### src/rtl/inst_fetch_queue.sv
// Fetch front-end: owns the PC, issues in-order fetch requests and buffers responses in a DEPTH-entry FIFO for decode.
// Head is combinational (0-cycle read); issue is credit-limited so a push never meets a full FIFO; JumpFlag redirects and flushes.
module inst_fetch_queue #(
    parameter int                 ADDR_W   = 64,
    parameter int                 INST_W   = 32,
    parameter int                 DEPTH    = 4,
    parameter logic [ADDR_W-1:0]  RESET_PC = ADDR_W'(64'h8000_0000),
    parameter int                 PC_STEP  = 4
) (
    input  logic                         Clk,
    input  logic                         Rst,
    input  logic                         JumpFlag,
    input  logic [ADDR_W-1:0]            JumpAddr,
    output logic                         FetchReqValid,
    output logic [ADDR_W-1:0]            FetchReqAddr,
    input  logic                         FetchReqReady,
    input  logic                         FetchRspValid,
    input  logic [INST_W-1:0]            FetchRspInst,
    output logic                         InstValid,
    output logic [INST_W-1:0]            InstOut,
    output logic [ADDR_W-1:0]            InstAddrOut,
    input  logic                         InstReady,
    output logic [$clog2(DEPTH+1)-1:0]   Count
);

    localparam int CW = $clog2(DEPTH + 1);
    localparam int OW = $clog2(2 * DEPTH + 1);
    localparam int PW = $clog2(DEPTH);
    localparam int SW = OW + 1;

    logic [ADDR_W-1:0] pc;
    logic [ADDR_W-1:0] rsp_pc;
    logic [OW-1:0]     outstanding;
    logic [OW-1:0]     drop_cnt;
    logic [CW-1:0]     count;
    logic [PW-1:0]     head;
    logic [PW-1:0]     tail;

    logic [INST_W-1:0] inst_mem [DEPTH];
    logic [ADDR_W-1:0] addr_mem [DEPTH];

    logic [SW-1:0]     credit_used;
    logic              req_fire;
    logic              push;
    logic              pop;
    logic [OW-1:0]     out_after_rsp;

    // Live responses still owed plus entries held: must stay below DEPTH to issue.
    assign credit_used   = SW'(count) + SW'(outstanding) - SW'(drop_cnt);
    assign FetchReqValid = !Rst && !JumpFlag && (credit_used < SW'(DEPTH));
    assign FetchReqAddr  = pc;
    assign req_fire      = FetchReqValid && FetchReqReady;

    assign push          = FetchRspValid && (drop_cnt == '0) && !JumpFlag;
    assign pop           = InstValid && InstReady && !JumpFlag;
    assign out_after_rsp = outstanding - OW'(FetchRspValid);

    assign Count         = count;
    assign InstValid     = (count != '0);
    assign InstOut       = inst_mem[head];
    assign InstAddrOut   = addr_mem[head];

    always_ff @(posedge Clk or posedge Rst) begin
        if (Rst) begin
            pc          <= RESET_PC;
            rsp_pc      <= RESET_PC;
            outstanding <= '0;
            drop_cnt    <= '0;
            count       <= '0;
            head        <= '0;
            tail        <= '0;
        end else if (JumpFlag) begin
            // Everything still in flight after this cycle belongs to the old stream.
            pc          <= JumpAddr;
            rsp_pc      <= JumpAddr;
            outstanding <= out_after_rsp;
            drop_cnt    <= out_after_rsp;
            count       <= '0;
            head        <= '0;
            tail        <= '0;
        end else begin
            if (req_fire) begin
                pc <= pc + ADDR_W'(PC_STEP);
            end
            outstanding <= out_after_rsp + OW'(req_fire);
            if (FetchRspValid && (drop_cnt != '0)) begin
                drop_cnt <= drop_cnt - OW'(1);
            end
            if (push) begin
                tail   <= tail + PW'(1);
                rsp_pc <= rsp_pc + ADDR_W'(PC_STEP);
            end
            if (pop) begin
                head <= head + PW'(1);
            end
            count <= count + CW'(push) - CW'(pop);
        end
    end

    always_ff @(posedge Clk) begin
        if (push) begin
            inst_mem[tail] <= FetchRspInst;
            addr_mem[tail] <= rsp_pc;
        end
    end

endmodule

### config.mk
export PLATFORM = sky130hd
export DESIGN_NAME = inst_fetch_queue
export DESIGN_NICKNAME = d
export VERILOG_FILES = /design/src/rtl/inst_fetch_queue.sv
export SDC_FILE = /design/constraint.sdc
export NUM_CORES = 1
export LEC_CHECK = 0
export CAP_MARGIN = 0
export CORE_MARGIN = 2
export CORE_UTILIZATION = 45
export CTS_BUF_LIST = sky130_fd_sc_hd__clkbuf_8
export CTS_CLUSTER_SIZE = 12
export DETAILED_ROUTE_END_ITERATION = 6
export GPL_TIMING_DRIVEN = 0
export HOLD_SLACK_MARGIN = 0.12
export PLACE_DENSITY = 0.66
export REMOVE_ABC_BUFFERS = 1
export SYNTH_ARGS = -nofsm -noshare
export SYNTH_HDL_FRONTEND = slang
export SYNTH_SLANG_ARGS = --single-unit
export TNS_END_PERCENT = 30
### constraint.sdc
create_clock -name Clk -period 5.4 [get_ports Clk]
set_input_delay 0.81 -clock Clk [delete_from_list [all_inputs] [get_ports Clk]]
set_output_delay 0.81 -clock Clk [all_outputs]
set_load 0.02 [all_outputs]
==> impl_metrics.env <==
export IMPL_max_stage_delay_ps=710
export IMPL_dieArea_mm2=0.0524
export IMPL_layout_common_cells="edfxtp_1, clkdlybuf4s50_1, dfrtp_1, clkbuf_8, mux4_2"
export IMPL_drive_gt1_share_pct=14.3
export IMPL_reg2regPathDepth=14
export IMPL_fin_crit_ps=4930
export IMPL_ys_flop_type="edfxtp_1"
export IMPL_timing_rr_end="outstanding[3]"
export IMPL_fin_ws_ps=466
export IMPL_gp_congestion=0.890
export IMPL_clock_sinks=527
export IMPL_max_slew_margin_pct=17.3
export IMPL_crit_type="reg -> out"
export IMPL_mostFrequentLayoutCell="edfxtp_1"
export IMPL_io_pins=267
export IMPL_die_w_um=229
export IMPL_grt_pass1_vias=14863
export IMPL_drv_slew=0
export IMPL_status="complete, no violations"
export IMPL_cp_start_kind="register"
export IMPL_cts_setup_buffers=0
export IMPL_ir_drop_v=0.000241
export IMPL_dp_hpwl_mm=40.6
export IMPL_area_growth_pct=23.4
export IMPL_cts_resized=0
export IMPL_setup_viol=0
export IMPL_crit_path_end_kind="output pin"
export IMPL_ant_nets=0
export IMPL_switching_share_pct=29.4
export IMPL_nets=1935
export IMPL_wl_mm=61.2
export IMPL_arrival_ps=4120
export IMPL_cts_tree="built"
export IMPL_leakage_nw=9.36
export IMPL_switchingPower_w=0.00309
export IMPL_seqPwrFrac_pct=46.2
export IMPL_grt_ovfl_total=0
export IMPL_initial_utilization_pct=45.5
export IMPL_rsz0062_at_grt="no"
export IMPL_antenna_found_initial=1
export IMPL_hold_viol=0
export IMPL_row_count=82
export IMPL_finalNonFillerCells=2550
export IMPL_wire_per_inst_um=24.0
export IMPL_drv_cap=0
export IMPL_io_buffer_count=266
export IMPL_grt_max_degree=73
export IMPL_ys_ff_latch=527
export IMPL_preCtsSetupSlack_ps=1010
export IMPL_nFillCells=4145
export IMPL_drc=0
export IMPL_place_area_mm2=0.0265
export IMPL_ctsHoldBuffers=0
export IMPL_r2r_slack_ps=910
export IMPL_ys_types=64
export IMPL_clk_pin_slew_worst_paths_ps=60
export IMPL_dp_cells=2396
export IMPL_grt_pass1_wl_mm=92.8
export IMPL_power_density_mw_per_mm2=373
export IMPL_vias=14914
export IMPL_whs_ps=517
export IMPL_firstDrtPassIters=5
export IMPL_async_flop_share_pct=27.1
export IMPL_clk_latency_ps=680
export IMPL_worstSetupStartpoint="Count[1]"
export IMPL_grt_usage_pct=23.6
export IMPL_min_delay_start="outstanding[3]"
export IMPL_intPower_w=0.00740
export IMPL_fin_crit_sh_pct=91.4
export IMPL_worst_slew_pin_transition_ps=1230
export IMPL_drtIter0Drc=1201
export IMPL_synth_edf_count=384
export IMPL_path_common_cell="inv_1"
export IMPL_clock_path_buffers=3
export IMPL_ys_warn_count=0
export IMPL_avgViaCountPerCell=5.85
export IMPL_fmax_mhz=203
export IMPL_power_total_w=0.0105
export IMPL_fp_coreArea_mm2=0.0501
export IMPL_power_frac_comb_pct=22.5
export IMPL_syn_area_mm2=0.0228
export IMPL_synthCells=1513
export IMPL_cp_cell_sequence="inv_1, fa_1, inv_1, ha_1, and3b_1, a2111oi_4, o21ai_0, nor3_1, clkdlybuf4s50_1"
export IMPL_htreeDepth=3
export IMPL_pwr_share_clk_pct=31.3
export IMPL_avgSynthCellArea_um2=15.1
export IMPL_finalInstanceArea_mm2=0.0281
export IMPL_cts_buffers=85
export IMPL_skew_ps=29.7
export IMPL_reg2reg_from="Count[1]"
export IMPL_yosysSeqAreaShare_pct=66.4
export IMPL_dieHeight_um=229
export IMPL_root_buffer="clkbuf_8"
export IMPL_required_ps=4590
export IMPL_cp_endpoint="FetchReqValid"
export IMPL_cp_slowest_cell="a2111oi_4"
export IMPL_min_path_type="reg -> reg"
export IMPL_cp_max_fo=8
## per-layer routing
| metal | wire, µm | vias to the layer above | global-route usage (%) |
|---|---|---|---|
| met5 | 0 | - | 0 |
| met4 | 2240 | 0 | 10.1 |
| met3 | 4540 | 108 | 5.79 |
| met2 | 28600 | 551 | 36.3 |
| met1 | 25800 | 7578 | 32.3 |
| li1 | - | 6677 | - |
## power groups by stage
stage          logic [W]  clock network, W  registers, W
2_1_floorplan    0.00131                 0       0.00499
3_3_place_gp     0.00227                 0       0.00505
3_5_place_dp     0.00238                 0       0.00492
4_1_cts          0.00239           0.00337       0.00484
5_1_grt          0.00254           0.00357       0.00488
6_report         0.00236           0.00329       0.00484
## how the worst min path moves through the flow
| stage | slack, ps | end | depth (start not counted) |
|---|---|---|---|
| 6_report | 520 | outstanding[3] | 1 |
| 5_1_grt | 550 | outstanding[3] | 1 |
| 4_1_cts | 530 | outstanding[3] | 1 |
| 3_5_place_dp | 520 | addr_mem[3][0] | 0 |
| 3_3_place_gp | 490 | addr_mem[1][1] | 0 |
| 2_1_floorplan | 480 | addr_mem[0][0] | 0 |
## cells by family (layout without fill, tap and decap cells)
group | count (synthesis) | after routing | synth area share (%)
adder cells (fa/ha/maj) | 22 | 22 | 1.31
AND/OR/NAND/NOR | 474 | 474 | 11.7
AO/OA/AOI/OAI | 212 | 212 | 6.54
flip-flops | 527 | 527 | 66.4
multiplexers | 112 | 112 | 10.2
other | 0 | 2 | 0
XOR/XNOR | 49 | 49 | 1.88
buffers and inverters | 117 | 480 | 1.98
## layout make-up
type	instances	area (µm²)	share of cell area, %
diodes	2	5.00	0.0178
flip-flops and latches	527	15100	53.8
multi-input cells	869	7280	25.9
inverters	46	183	0.650
clock buffers	99	1360	4.85
repair buffers	282	3050	10.9
well taps	672	841	2.99
clock inverters	53	259	0.922
## registers in the layout (all words and copies together), names as in the netlist
signal and cells:
FetchReqAddr 64, rsp_pc 64, tail 2, drop_cnt 4, head 2, addr_mem 256
outstanding 4, Count 3, inst_mem 128
## critical path: cells and delay by family (launching register included)
kind	cells	cell delay, ps
AND/OR/NAND/NOR	2	410
buffers and inverters	3	800
AO/OA/AOI/OAI	2	990
adder cells (fa/ha/maj)	2	820
flip-flops	1	420
## synth_stat cells (all sizes together), types with 20 or more instances
library cell | number | area share [%]
clkbuf | 47 | 0.77
o31a | 27 | 1.0
nor2 | 81 | 1.3
xor2 | 22 | 0.85
or3 | 26 | 0.71
buf | 24 | 0.44
nor4 | 34 | 1.2
or4 | 32 | 1.1
nand4 | 62 | 1.8
mux4 | 96 | 9.5
nand2 | 67 | 1.1
nor3 | 38 | 0.86
o31ai | 32 | 1.1
xnor2 | 27 | 1.0
inv | 46 | 0.76
dfrtp | 141 | 15
nand3 | 57 | 1.3
a21oi | 20 | 0.44
and3 | 24 | 0.66
o21ai | 38 | 0.84
edfxtp | 384 | 51
a31oi | 44 | 1.2
## per-stage QoR
step	util (%)	setup TNS, ps
after detailed placement	52.9	0
after global routing	56.1	0
after floorplan	-	-60710
after global placement	51.9	-4198800
after CTS	56.1	0
final	56.1	0
Note: power is estimated with default switching activity, not from simulation.
